==> src/rtl/exec_unit_icon_tx_pkg.sv <==
// Exec-unit result-path datatypes shared by the ALPU tx side, the icon tx buffer and the x-cache.
// Latency: n/a (types, constants and a classification helper only).
// Backpressure: n/a.
package exec_unit_icon_tx_pkg;

  localparam int EU_IDX_W           = 2;
  localparam int REG_IDX_W          = 4;
  localparam int DATA_W             = 16;
  localparam int ICON_TX_FIFO_DEPTH = 4;

  typedef logic [DATA_W-1:0]    type_exec_unit_data;
  typedef logic [REG_IDX_W-1:0] type_alpu_local_addr;

  typedef struct packed {
    logic                  is_output;
    logic [EU_IDX_W-1:0]   eu_idx;
    type_alpu_local_addr   reg_idx;
  } type_exec_unit_addr;

  typedef struct packed {
    type_exec_unit_data opd_data;
    type_exec_unit_addr opd_addr;
    logic               opd_opx;
    logic               opd_valid;
  } type_alpu_channel_tx;

  typedef struct packed {
    type_exec_unit_addr addr;
    type_exec_unit_data data;
    logic               valid;
  } type_icon_channel;

  typedef struct packed {
    logic ready;
  } type_icon_rx_channel;

  typedef struct packed {
    type_exec_unit_addr addr;
    type_exec_unit_data data;
    logic               opx;
  } type_icon_tx_entry;

  // A result stays in this EU only when it targets this EU and is not a program output.
  function automatic logic is_local_dest(input type_exec_unit_addr a,
                                         input logic [EU_IDX_W-1:0] eu_idx);
    return !a.is_output && (a.eu_idx == eu_idx);
  endfunction

endpackage

==> src/rtl/exec_unit_sync_fifo.sv <==
// Generic synchronous FIFO, parameterised on entry type and power-of-two depth.
// Latency: an entry pushed at edge N is visible at head from cycle N+1 (no fall-through).
// Backpressure: caller must not push when full or pop when empty; such requests are ignored.
//
// Ports: clk, reset (sync, active-high), push/push_data, pop, head (oldest entry),
//        full, empty, count (occupancy 0..DEPTH).
module exec_unit_sync_fifo #(
  parameter type T     = logic [7:0],
  parameter int  DEPTH = 4,
  localparam int PTR_W = $clog2(DEPTH),
  localparam int CNT_W = $clog2(DEPTH + 1)
) (
  input  logic             clk,
  input  logic             reset,
  input  logic             push,
  input  T                 push_data,
  input  logic             pop,
  output T                 head,
  output logic             full,
  output logic             empty,
  output logic [CNT_W-1:0] count
);

  T                 mem [DEPTH];
  logic [PTR_W-1:0] wr_ptr;
  logic [PTR_W-1:0] rd_ptr;
  logic             do_push;
  logic             do_pop;

  assign full    = (count == CNT_W'(DEPTH));
  assign empty   = (count == '0);
  assign do_push = push && !full;
  assign do_pop  = pop && !empty;
  assign head    = mem[rd_ptr];

  // Storage is deliberately not reset; only pointers and count define validity.
  always_ff @(posedge clk) begin
    if (do_push) begin
      mem[wr_ptr] <= push_data;
    end
  end

  // Pointers wrap naturally because DEPTH is a power of two.
  always_ff @(posedge clk) begin
    if (reset) begin
      wr_ptr <= '0;
      rd_ptr <= '0;
      count  <= '0;
    end else begin
      if (do_push) wr_ptr <= wr_ptr + 1'b1;
      if (do_pop)  rd_ptr <= rd_ptr + 1'b1;
      case ({do_push, do_pop})
        2'b10:   count <= count + 1'b1;
        2'b01:   count <= count - 1'b1;
        default: count <= count;
      endcase
    end
  end

  always_ff @(posedge clk) begin
    if (!reset) begin
      assert (!(push && full));
      assert (!(pop && empty));
    end
  end

endmodule

==> src/rtl/exec_unit_icon_tx.sv <==
// Buffers ALPU results in order and steers each head entry to the local x-cache or the interconnect.
// Latency: a result accepted at edge N is presented on exactly one output port from cycle N+1.
// Backpressure: o_alpu_tx_ready drops when the buffer is full; a stalled head blocks all younger entries.
//
// Ports: i_clk/i_reset (sync, active-high); i_alpu_tx/o_alpu_tx_ready (ALPU result in);
//        o_icon_tx/o_icon_opx/i_icon_rx (interconnect out, valid/ready);
//        o_lwr_valid/o_lwr_addr/o_lwr_data/o_lwr_opx/i_lwr_ready (local x-cache write); o_count (occupancy).
module exec_unit_icon_tx
  import exec_unit_icon_tx_pkg::*;
#(
  parameter int EU_IDX     = 0,
  parameter int FIFO_DEPTH = ICON_TX_FIFO_DEPTH
) (
  input  logic                             i_clk,
  input  logic                             i_reset,
  input  type_alpu_channel_tx              i_alpu_tx,
  output logic                             o_alpu_tx_ready,
  output type_icon_channel                 o_icon_tx,
  input  type_icon_rx_channel              i_icon_rx,
  output logic                             o_icon_opx,
  output logic                             o_lwr_valid,
  output type_alpu_local_addr              o_lwr_addr,
  output type_exec_unit_data               o_lwr_data,
  output logic                             o_lwr_opx,
  input  logic                             i_lwr_ready,
  output logic [$clog2(FIFO_DEPTH+1)-1:0]  o_count
);

  localparam logic [EU_IDX_W-1:0] MY_EU = EU_IDX_W'(EU_IDX);

  type_icon_tx_entry push_entry;
  type_icon_tx_entry head;
  logic              full;
  logic              empty;
  logic              push;
  logic              pop;
  logic              head_local;
  logic              lwr_valid;
  logic              icon_valid;

  assign push_entry.addr = i_alpu_tx.opd_addr;
  assign push_entry.data = i_alpu_tx.opd_data;
  assign push_entry.opx  = i_alpu_tx.opd_opx;

  // Ready depends only on registered occupancy, so a full buffer refuses a push even
  // when the head is leaving this same cycle.
  assign o_alpu_tx_ready = !full;
  assign push            = i_alpu_tx.opd_valid && o_alpu_tx_ready;

  exec_unit_sync_fifo #(
    .T     (type_icon_tx_entry),
    .DEPTH (FIFO_DEPTH)
  ) u_fifo (
    .clk       (i_clk),
    .reset     (i_reset),
    .push      (push),
    .push_data (push_entry),
    .pop       (pop),
    .head      (head),
    .full      (full),
    .empty     (empty),
    .count     (o_count)
  );

  assign head_local = is_local_dest(head.addr, MY_EU);
  assign lwr_valid  = !empty && head_local;
  assign icon_valid = !empty && !head_local;
  assign pop        = (lwr_valid && i_lwr_ready) || (icon_valid && i_icon_rx.ready);

  // Payload outputs are forced to zero whenever their valid is low.
  always_comb begin
    o_icon_tx   = '0;
    o_icon_opx  = 1'b0;
    o_lwr_valid = lwr_valid;
    o_lwr_addr  = '0;
    o_lwr_data  = '0;
    o_lwr_opx   = 1'b0;
    if (icon_valid) begin
      o_icon_tx.addr  = head.addr;
      o_icon_tx.data  = head.data;
      o_icon_tx.valid = 1'b1;
      o_icon_opx      = head.opx;
    end
    if (lwr_valid) begin
      o_lwr_addr = head.addr.reg_idx;
      o_lwr_data = head.data;
      o_lwr_opx  = head.opx;
    end
  end

  always_ff @(posedge i_clk) begin
    if (!i_reset) begin
      assert (!(lwr_valid && icon_valid));
    end
  end

endmodule
==> config.mk <==
export PLATFORM = sky130hd
export DESIGN_NAME = exec_unit_icon_tx
export DESIGN_NICKNAME = d
export VERILOG_FILES = /design/src/rtl/exec_unit_icon_tx_pkg.sv /design/src/rtl/exec_unit_sync_fifo.sv /design/src/rtl/exec_unit_icon_tx.sv
export SDC_FILE = /design/constraint.sdc
export NUM_CORES = 1
export LEC_CHECK = 0
export ABC_AREA = 1
export BUFFER_PORTS_ARGS = -buffer_cell sky130_fd_sc_hd__buf_2
export CORE_MARGIN = 3
export CORE_UTILIZATION = 55
export CTS_CLUSTER_DIAMETER = 120
export DETAILED_ROUTE_END_ITERATION = 6
export GPL_TIMING_DRIVEN = 0
export HOLD_SLACK_MARGIN = 0.1
export PLACE_DENSITY = 0.79
export SETUP_SLACK_MARGIN = 0.02
export SLEW_MARGIN = 20
export SYNTH_ARGS = -nofsm -noshare
export SYNTH_HDL_FRONTEND = slang
export SYNTH_SLANG_ARGS = --single-unit
export TNS_END_PERCENT = 100
==> constraint.sdc <==
create_clock -name i_clk -period 2.8 [get_ports i_clk]
set_input_delay 0.14 -clock i_clk [delete_from_list [all_inputs] [get_ports i_clk]]
set_output_delay 0.14 -clock i_clk [all_outputs]
set_load 0.03 [all_outputs]
**Yosys cells after proc, flatten, opt, wreduce, memory -nomap -nowiden**

Memory sizes are Yosys's and may differ from the RTL's. A register that Yosys moved wholly into a read port is not among the register bits.
Cells that the tools add are included.

- Register bits after elaboration: 7
- RAM bits: 96
- Bits of input ports: 29
- Output and inout port bits: 51
- Memories kept: 1

- Add/sub/neg operators: 4
- Equality and inequality tests: 3
- Mux-type cells: 10
- Reduce and logical (&&, ||, !) cells: 16

Memory list:

| name | depth | width | read ports | clocked after Yosys merged registers in | wr ports | line | text |
|---|---|---|---|---|---|---|---|
| u_fifo.mem | 4 | 24 | 1 | 1 | 1 | exec_unit_sync_fifo.sv:24 | `T mem [DEPTH];` |

Operators with widths:

| cell | count |
|---|---|
| 24-bit two-way mux | 1 |
| 16-bit two-way mux | 1 |
| 1-bit logical AND | 8 |
| 3-bit case mux with 2 select lines | 1 |
| 2-bit by 1-bit adder with 2-bit output, second input constant | 2 |
| 1-bit zero test | 4 |
| 1-bit two-way mux | 4 |
| 2-bit two-way mux | 2 |
| 4-bit two-way mux | 1 |
| 3-bit by 1-bit adder with 3-bit output, second input constant | 1 |
| 3-bit equality test, second input constant | 1 |
| 3-bit zero test | 1 |
| 3-bit by 1-bit subtractor with 3-bit output, second input constant | 1 |
| 2-bit by 1-bit equality test with 1-bit output, second input constant | 1 |
| 2-bit equality test, second input constant | 1 |
| 2-bit zero test | 1 |
| 2-bit nonzero test | 1 |
| 1-bit logical OR | 1 |

**Longest topological paths before layout**

Gate-level depths: netlist of run 1.

- Depth in word-level cells: 9
- Mapped depth: 16
- Gate-level depth less buffers: 15

**By module**

A second synthesis of run 1 with hierarchy kept.

- Cell total of the unflattened synthesis: 389
- Area total of the unflattened synthesis: 4665.7 um^2

Modules (own cells, without submodules):

| module | times used | cells an instance | area an instance (um^2) |
|---|---|---|---|
| exec_unit_sync_fifo | 1 | 302 | 4222.8 |
| exec_unit_icon_tx | 1 | 87 | 442.9 |

**Least setup slack after synthesis of run 1**

Ideal clock, no wire load.

- Path type: reg2reg
- Start point: reg u_fifo.count[0]
- End point: mem u_fifo.mem[0][0] (netlist name), enable pin
- Library setup time: 0.405 ns
- Data arrival time: 2.291 ns
- Data required time: 2.395 ns
- Setup slack: 0.104 ns
- Cell stages (with the launch flop): 5
- Buffers on the path: 0
- Period minus slack after synthesis: 2.696 ns
- Cells stage by stage: dfxtp_1 inv_1 nand3_1 nand2_1 nor2_1

- Word-level cells in the longest chain between the ends: 6

Ends and longest elaborated chain:

| what | line | text |
|---|---|---|
| start: declaration | exec_unit_sync_fifo.sv:21 | `output logic [CNT_W-1:0] count` |
| start signal: assignment | exec_unit_sync_fifo.sv:53 | `2'b10: count <= count + 1'b1;` |
| start signal: assignment | exec_unit_sync_fifo.sv:54 | `2'b01: count <= count - 1'b1;` |
| start signal: assignment | exec_unit_sync_fifo.sv:55 | `default: count <= count;` |
| 3-bit equality test * | exec_unit_sync_fifo.sv:30 | `assign full = (count == CNT_W'(DEPTH));` |
| 1-bit zero test * | exec_unit_icon_tx.sv:47 | `assign o_alpu_tx_ready = !full;` |
| net o_alpu_tx_ready | exec_unit_icon_tx.sv:17 | `output logic o_alpu_tx_ready,` |
| 1-bit logical AND | exec_unit_icon_tx.sv:48 | `assign push = i_alpu_tx.opd_valid && o_alpu_tx_ready;` |
| 1-bit logical AND * | exec_unit_sync_fifo.sv:32 | `assign do_push = push && !full;` |
| 1-bit two-way mux * | exec_unit_sync_fifo.sv:38 | `if (do_push) begin` |
| 1-bit two-way mux (not written as such) * | exec_unit_sync_fifo.sv:39 | `mem[wr_ptr] <= push_data;` |
| end: declaration | exec_unit_sync_fifo.sv:24 |  |

The timed path passes the listed nets; every way through them passes the cells marked *.

==> summary.md, run 1 <==
| Metric | Value |
|---|---|
| Outcome | `complete, no violations` |
| Mapped Avg Cell Area | `approximately 12 um^2` |
| Number of I/O pins | `80` |
| Setup tns final | `0 ns` |
| WL met1 | `between 3000 and 4000 um` |
| Synthesis Warnings | `0` |
| Pre-CTS WS | `around 0.35 ns` |
| Clk Tree Root Cell | `sky130_fd_sc_hd__clkbuf_8` |
| Number of library cell types mapped by synthesis | `22` |
| Number of DRC markers after the initial detailed-route iteration | `about 300` |
| Placer Congestion | `roughly 0.8` |
| Clock transition at the registers of the reported paths | `0.08 ns` |
| Xor and xnor area share after synthesis | `0.203%` |
| Clock tree from TritonCTS | `done` |
| Number of global-route vias before repair | `a little over 3000` |
| Peak VDD IR | `0.000593 V` |
| Share of cells above drive strength 1 | `between 20% and 30%` |
| Routed met3 length | `621 um` |
| DPL Wire Length | `between 6000 and 7000 um` |
| Number of vias per cell | `5.32` |
| Arithmetic-cell share of the synthesized area counting full adders, half adders and majority gates | `1.91%` |
| Reg2Reg Setup Slack | `0.33 ns` |
| Wire per inst | `16.1 um` |
| Effective utilization at floorplan | `between 50% and 60%` |
| EDFF count, synth | `96` |
| Endpoints failing hold | `0` |
| Dominant combinational cell family by area after synthesis | `simple AND/OR/NAND/NOR gates` |
| First-pass iteration count of the detailed router | `4` |
| Final critical delay including setup and external delays | `between 2 and 2.5 ns` |
| Clock Skews | `approximately 0.0087 ns` |
| Global-route wire length before repair | `14600 um` |
| Class of the most critical setup path | `reg2reg` |
| Area grow syn2layout | `24.1%` |
| Worst min-delay path startpoint | `i_icon_rx` |
| # setup viols final | `0` |
| Flop and latch count out of synthesis | `approximately 110` |
| CP Data Required Time | `3.04 ns` |
| Synthesized cell area | `roughly 4300 um^2` |
| Placement Cell Area | `approximately 5000 um^2` |
| GRT Overall Usage | `a little over a fifth` |
| Worst setup slack after layout | `0.329 ns` |
| Area fraction in compound gates after synthesis | `8.69%` |
| Post-synth top flop | `sky130_fd_sc_hd__edfxtp_1` |
| LEAKAGE | `about 2.2 nW` |
| Maximum number of pins on one net before global-route repair | `25` |
| Final Routed Wirelength | `approximately 9000 um` |
| Clock latency on the worst-skew pair | `0.36 ns` |
| Total power per unit cell area | `approximately 1000 nW/um^2` |
| Share of the clock period used by the worst path after layout | `just under 90%` |
| Startpoint class of the critical path | `flip-flop` |
| Antenna violations before repair | `0` |
| Crit path capture | `u_fifo.count[2]$_SDFFE_PP0P_` |
| Final cell area excluding filler cells | `5360 um^2` |
| Arrival time of the worst setup path | `around 2.7 ns` |
| Die span in y | `roughly 95 um` |
| Floorplan die area | `8950 um^2` |
| Capturing point of the worst reg2reg path | `u_fifo.count[2]$_SDFFE_PP0P_` |
| Synthesized instance count | `between 300 and 400` |
| Antenna diode instance count | `0` |
| Proportion of register bits with asynchronous set or reset after synthesis | `0%` |
| Final global-route overflow total | `0` |
| Buffer levels on the longest clock path | `2` |
| Simple-gate area share of the yosys netlist | `between 10% and 20%` |
| Antenna violation net count after detailed routing | `0` |
| Remaining design rule violation count | `0` |
| Timing-limited maximum frequency | `between 400 and 500 MHz` |
| Die X | `94.6 um` |
| Rel. slew slack | `between 40 and 50%` |
| Final Max Tran Viols | `0` |
| Type of destination of the critical path | `flip-flop` |
| Register area share after synthesis | `between 70% and 80%` |
| Post-synthesis mux area share | `0%` |
| Met2 layer wire length in the routed design | `~4600 um` |
| Standard-cell row count | `31` |
| Largest driver fanout on the critical path | `10` |
| H-tree depth | `3` |
| Total number of vias | `between 3000 and 4000` |
| Syn_nets | `390` |
| CTS buffer count | `9` |
| Final Util | `approximately 72%` |
| Max layer used | `met4` |
| R2r worst-path depth | `16` |
| Clock sinks | `105` |
| Path type of the worst min-delay path | `in2reg` |
| Max-Cap Viols | `0` |
| Quantity of I/O buffers inserted on ports | `just under 80` |
| Actual slew at the worst max-slew pin | `0.766 ns` |
| Unrepaired setup endpoints after global routing | `false` |
| Core outline area | `7450 um^2` |
| Fin nets | `a little over 500` |
[worst min path at each step]
stage / endpoint / slack, ns / cells after the start
global route: u_fifo.rd_ptr[1]$_SDFFE_PP0P_ / 0.20 / 4
detailed placement: u_fifo.count[1]$_SDFFE_PP0P_ / 0.35 / 2
floorplan: u_fifo.count[1]$_SDFFE_PP0P_ / 0.21 / 1
finish: flip-flop / 0.17 / 4
CTS: u_fifo.rd_ptr[1]$_SDFFE_PP0P_ / 0.16 / 4
global placement: u_fifo.count[1]$_SDFFE_PP0P_ / 0.35 / 2
[sequential cells by signal, indices dropped and copies added (netlist names), named ones only]
name           count
u_fifo.count       3
u_fifo.mem        96
u_fifo.rd_ptr      2
u_fifo.wr_ptr      2
[Yosys cell counts, types with 4 or more instances]
master                     instances  area (um^2)
sky130_fd_sc_hd__edfxtp_1         96         2880
sky130_fd_sc_hd__nand2_1          84          315
sky130_fd_sc_hd__a21oi_1          28          140
sky130_fd_sc_hd__inv_1            14         52.6
sky130_fd_sc_hd__ha_1              5         62.6
sky130_fd_sc_hd__clkbuf_1         11         41.3
sky130_fd_sc_hd__nor2_1           54          203
sky130_fd_sc_hd__dfxtp_1           9          180
sky130_fd_sc_hd__buf_4             4         30.0
sky130_fd_sc_hd__o21ai_0           5         25.0
sky130_fd_sc_hd__a32o_1           21          210
sky130_fd_sc_hd__nand3_1           9         45.0
[cells by family after synthesis]
family / after synthesis
fa+ha+maj: 6
simple gates: 153
compound gates: 54
buf+inv: 36
flops: 105
xor+xnor: 1
[stage by stage]
step	total power, mW	hold WS [ns]	std cells
6_report	5.37	0.174	576
5_1_grt	5.68	0.199	576
4_1_cts	5.40	0.158	576
3_5_place_dp	4.50	0.350	535
3_3_place_gp	4.41	0.346	533
2_1_floorplan	3.75	0.212	355
[cells in the final DEF (no fill, tap or decap), types with 2 or more instances in the layout]
master                          count
sky130_fd_sc_hd__inv_2              3
sky130_fd_sc_hd__buf_4              4
sky130_fd_sc_hd__inv_1             14
sky130_fd_sc_hd__dlygate4sd3_1     25
sky130_fd_sc_hd__nand2_1           84
sky130_fd_sc_hd__clkbuf_1          13
sky130_fd_sc_hd__edfxtp_1          96
sky130_fd_sc_hd__buf_16             2
sky130_fd_sc_hd__buf_2             80
sky130_fd_sc_hd__nand3_1            9
sky130_fd_sc_hd__nor2_1            50
sky130_fd_sc_hd__a21oi_1           28
sky130_fd_sc_hd__o21ai_0            5
sky130_fd_sc_hd__nand3_2            2
sky130_fd_sc_hd__nor2_4             5
sky130_fd_sc_hd__ha_1               5
sky130_fd_sc_hd__buf_6              3
sky130_fd_sc_hd__clkinvlp_4         3
sky130_fd_sc_hd__clkbuf_8           9
sky130_fd_sc_hd__dfxtp_1            9
sky130_fd_sc_hd__a32o_1            21
[cell type report]
| type | instances | area [um^2] |
|---|---|---|
| Clock inverter | 5 | 56.3 |
| Timing Repair Buffer | 106 | 701 |
| Clock buffer | 11 | 131 |
| Sequential cell | 105 | 3060 |
| Fill cell | 499 | 2080 |
| Buffer | 19 | 110 |
| Inverter | 17 | 63.8 |
| Multi-Input combinational cell | 214 | 1110 |
| Tap cell | 99 | 124 |
[layer usage]
layer | GRT usage (%) | up-vias
met5 | 0 | -
met4 | 10.8 | 0
met3 | 3.43 | 19
met2 | 37.1 | 122
met1 | 27.3 | 1446
li1 | - | 1478
[worst max-delay path, cell delays in order, from the launching register on]
cell,delay [ns]
sky130_fd_sc_hd__dfxtp_1,0.39
sky130_fd_sc_hd__inv_2,0.07
sky130_fd_sc_hd__buf_6,0.14
sky130_fd_sc_hd__nand2_1,0.06
sky130_fd_sc_hd__nand3_1,0.06
sky130_fd_sc_hd__nand2_1,0.15
sky130_fd_sc_hd__nand2_1,0.07
sky130_fd_sc_hd__nor2_1,0.11
sky130_fd_sc_hd__nand3_1,0.11
sky130_fd_sc_hd__nand2_2,0.11
sky130_fd_sc_hd__ha_1,0.15
sky130_fd_sc_hd__inv_1,0.07
sky130_fd_sc_hd__fa_1,0.38
sky130_fd_sc_hd__a21oi_1,0.14
sky130_fd_sc_hd__o21ai_0,0.12
sky130_fd_sc_hd__o21ai_0,0.17
sky130_fd_sc_hd__a21oi_1,0.06
[power breakdown]
| group | total [mW] | switching (mW) | leakage [nW] | internal (mW) |
|---|---|---|---|---|
| logic | 2.53 | 1.76 | 1.12 | 0.767 |
| registers | 1.97 | 0.0687 | 0.955 | 1.90 |
| clock network | 0.875 | 0.464 | 0.0832 | 0.411 |
[what timing repair did]
| action | 4_1_cts | 5_1_grt |
|---|---|---|
| gates resized for setup | 0 | 0 |
| hold endpoints to repair | 99 | 0 |
| hold buffers | 25 | 0 |
| buffers inserted | 0 | 0 |
Power figures use the tool's default switching activity.
==> run 2: changes to the inputs <==
--- a/config.mk
+++ b/config.mk
@@ -5,7 +5,6 @@
 export SDC_FILE = /design/constraint.sdc
 export NUM_CORES = 1
 export LEC_CHECK = 0
-export ABC_AREA = 1
 export BUFFER_PORTS_ARGS = -buffer_cell sky130_fd_sc_hd__buf_2
 export CORE_MARGIN = 3
 export CORE_UTILIZATION = 55
==> run 2 against run 1 <==
- maximum frequency decreased by 12%
- non-clock buffer count decreased by 7
- flip-flop and latch count unchanged
- first-iteration DRC count decreased by 71%
- synthesized area decreased by 0.98%
- critical path type unchanged
- the run now ends with negative setup slack left
- sequential power about the same
- via count decreased by 20%
- combinational power decreased by 19%
- clock-buffer cell count decreased by 2
- synthesized cell count decreased by 34%
- largest cell class unchanged
- critical path depth decreased by 6
==> summary.md, run 2 <==
| Metric | Value |
|---|---|
| Outcome | `finished with violations` |
| Failing checks | `negative setup slack` |
| GRT Overall Usage | `around 20%` |
| Clock latency on the worst-skew pair | `roughly 0.36 ns` |
| Total number of vias | `around 2400` |
| CP Data Required Time | `3.10 ns` |
| Buffer levels on the longest clock path | `2` |
| Unrepaired setup endpoints after global routing | `true` |
| Net load switching power | `between 1.5 and 2 mW` |
| Maximum number of pins on one net before global-route repair | `25` |
| Global-route wire length before repair | `12800 um` |
| Global routing usage on met1 | `25.2%` |
| Clock transition at the registers of the reported paths | `0.10 ns` |
| Standard-cell row count | `31` |
| Class of the most critical setup path | `reg2reg` |
| Wire per inst | `roughly 18 um` |
| Final Routed Wirelength | `approximately 8400 um` |
| Effective utilization at floorplan | `57.7%` |
| Clock Skews | `approximately 0.0087 ns` |
| Most Crowded Layer GR | `met2` |
| Synthesis Warnings | `0` |
| Antenna violation net count after detailed routing | `0` |
| Clock tree from TritonCTS | `done` |
| Quantity of I/O buffers inserted on ports | `~80` |
| EDFF count, synth | `96` |
| Flip-flop count of the largest register, all copies and words added | `96` |
| Share of cells above drive strength 1 | `between 30 and 40%` |
| Number of global-route vias before repair | `~2500` |
| Number of fill cells | `468` |
| Antenna diode instance count | `0` |
| Number of DRC markers after the initial detailed-route iteration | `between 80 and 90` |
| Largest driver fanout on the critical path | `4` |
| Core outline area | `between 7000 and 8000 um^2` |
| Fraction of power consumed by sequential logic | `39.6%` |
| LEAKAGE | `between 2 and 2.5 nW` |
| H-tree depth | `3` |
| Synthesized cell area | `~4300 um^2` |
| Arrival time of the worst setup path | `approximately 3.1 ns` |
| Total power per unit cell area | `937 nW/um^2` |
| Syn_nets | `270` |
| Placer Congestion | `between 0.6 and 0.7` |
| Antenna violations before repair | `0` |
| Internal power of the cells | `~3.1 mW` |
| Fin nets | `387` |
| Timing-limited maximum frequency | `357 MHz` |
| Worst setup slack after layout | `-0.00311 ns` |
| Area contributors post-synth | `sky130_fd_sc_hd__edfxtp_1 (67%), sky130_fd_sc_hd__mux4_2 (13%), sky130_fd_sc_hd__and2_1 (6.7%)` |
| Final global-route overflow total | `0` |
| Most common cell after layout, fill and taps aside | `sky130_fd_sc_hd__edfxtp_1` |
| Number of cells after detailed placement | `412` |
| Most common cell in the netlist | `sky130_fd_sc_hd__edfxtp_1` |
| Met3 usage in global routing | `3.61%` |
| Die X | `94.2 um` |
| Share of the clock period used by the worst path after layout | `100%` |
| Die span in y | `about 94 um` |
| Max-Cap Viols | `0` |
| Portion of total power attributed to combinational logic | `around two fifths` |
| Type of destination of the critical path | `flip-flop` |
| Cell type with the highest aggregate area in the netlist | `sky130_fd_sc_hd__edfxtp_1` |
| Registers with the most flip-flops | `u_fifo.mem: 96 flops, u_fifo.count: 3 flops` |
| Register area share after synthesis | `71.6%` |
| Clock sinks | `between 100 and 150` |
| Area fraction of the dominant cell type after synthesis | `67.4%` |
| Rel. slew slack | `roughly 55%` |
| Remaining design rule violation count | `0` |
| Number of vias per cell | `between 5 and 6` |
| Clk Tree Root Cell | `sky130_fd_sc_hd__clkbuf_8` |
| Clock network power share | `just under 20%` |
| Flop and latch count out of synthesis | `roughly 110` |
| Actual slew at the worst max-slew pin | `0.673 ns` |
| Proportion of register bits with asynchronous set or reset after synthesis | `0%` |
| Most frequent cells in the layout | `sky130_fd_sc_hd__edfxtp_1 (96), sky130_fd_sc_hd__buf_2 (79), sky130_fd_sc_hd__and2_1 (46)` |
| Proportion of total power due to net switching | `between 30% and 40%` |
| Register with the most flip-flops | `u_fifo.mem` |
| # setup viols final | `1` |
| Number of library cell types mapped by synthesis | `29` |
| Non-filler instance count after layout | `between 400 and 500` |
| Final critical delay including setup and external delays | `2.80 ns` |
| Mapped Avg Cell Area | `approximately 18 um^2` |
| Post-synth top flop | `sky130_fd_sc_hd__edfxtp_1` |
| Number of I/O pins | `80` |
| Final Max Tran Viols | `0` |
| Floorplan die area | `~8900 um^2` |
| Path type of the worst min-delay path | `in2reg` |
| Overall power consumption | `around 5 mW` |
| Met2 capacity usage during global routing | `~34%` |
| First-pass iteration count of the detailed router | `4` |
| Synthesized instance count | `235` |
| Area grow syn2layout | `24.7%` |
| Most frequent cells after synthesis | `sky130_fd_sc_hd__edfxtp_1 (96), sky130_fd_sc_hd__and2_1 (46), sky130_fd_sc_hd__mux4_2 (24)` |
| Startpoint class of the critical path | `flip-flop` |
| CTS buffer count | `9` |
| DPL Wire Length | `between 5000 and 6000 um` |
| Peak VDD IR | `just under 0.0005 V` |
| Tightest hold margin | `about 0.14 ns` |
| Endpoints failing hold | `0` |
==> run 2: changes by cell type in the layout (fill, tap and decap cells not counted), sizes merged, moves of 11 or more <==
cell,before,now
mux4,0,24
a21oi,28,3
and2,0,46
nor2,56,7
a32o,21,0
nand3,11,0
nand2,85,3
==> run 2: power groups by stage <==
stage	Sequential, mW	Combinational, mW	Clock (mW)
floorplan	2.02	1.42	0
CTS	1.98	2.05	0.978
global route	2.00	2.21	1.03
detailed placement	2.01	1.96	0
global placement	2.00	1.92	0
finish	1.98	2.05	0.971
==> run 2: logic make-up (layout without fill, tap and decap cells) <==
family | count (synthesis) | in the layout | synth area share [%]
mux | 27 | 27 | 13.4
compound gates | 7 | 7 | 1.02
xor+xnor | 3 | 3 | 0.614
flops | 105 | 105 | 71.6
simple gates | 69 | 69 | 9.54
buf+inv | 18 | 140 | 1.87
fa+ha+maj | 6 | 6 | 1.93
==> run 2: cell type report <==
| class | count | area (um^2) | share of cell area (%) |
|---|---|---|---|
| Sequential cell | 105 | 3060 | 57.4 |
| Multi-Input combinational cell | 112 | 1180 | 22.2 |
| Timing Repair Buffer | 108 | 676 | 12.7 |
| Clock buffer | 9 | 124 | 2.32 |
| Tap cell | 99 | 124 | 2.32 |
| Clock inverter | 7 | 85.1 | 1.59 |
| Buffer | 10 | 56.3 | 1.06 |
| Inverter | 6 | 22.5 | 0.422 |
==> run 2: metrics by stage <==
stage                     setup slack (ns)  setup TNS (ns)  area (um^2)  utilization [%]
after floorplan                     0.0548               0         4300                -
after global placement             -0.0349         -0.0349         4820             65.0
after detailed placement            -0.127          -0.127         4820             65.1
after CTS                          0.00224               0         5320             71.8
after global routing               -0.0763         -0.0763         5340             72.0
final                             -0.00311        -0.00311         5340             72.0
==> run 2: what timing repair did <==
| action | in CTS | in global routing |
|---|---|---|
| endpoints found under the setup margin | 20 | 35 |
| pin swaps | 3 | 1 |
| hold buffers | 24 | 0 |
| gates resized for setup | 4 | 8 |
| setup buffers | 6 | 0 |
| hold endpoints to repair | 96 | 0 |
==> run 2: layer usage <==
layer	wire, um	vias to the layer above
met3	342	18
met2	4400	67
met4	216	0
met5	0	-
li1	-	1132
met1	3400	1226
==> run 2: worst max-delay path, stage by stage, from the launching register on <==
cell and delay [ns]:
sky130_fd_sc_hd__dfxtp_2 0.33, sky130_fd_sc_hd__buf_6 0.12, sky130_fd_sc_hd__mux4_2 0.53, sky130_fd_sc_hd__or4_4 0.58
sky130_fd_sc_hd__nand2_4 0.09, sky130_fd_sc_hd__ha_4 0.13, sky130_fd_sc_hd__inv_2 0.04, sky130_fd_sc_hd__fa_2 0.33
sky130_fd_sc_hd__xor2_1 0.15, sky130_fd_sc_hd__or3_1 0.32, sky130_fd_sc_hd__a21oi_2 0.12
==> run 2: path summary, 6_finish.rpt <==
path                                    to  depth (start not counted)                          start  slack (ns)
max           u_fifo.count[2]$_SDFFE_PP0P_                         10                      flip-flop      -0.003
min reg2reg  u_fifo.wr_ptr[1]$_SDFFE_PP0P_                          2  u_fifo.wr_ptr[1]$_SDFFE_PP0P_        0.54
min           u_fifo.count[0]$_SDFFE_PP0P_                          2                        i_reset        0.14
max reg2reg   u_fifo.count[2]$_SDFFE_PP0P_                         10                      flip-flop      -0.003
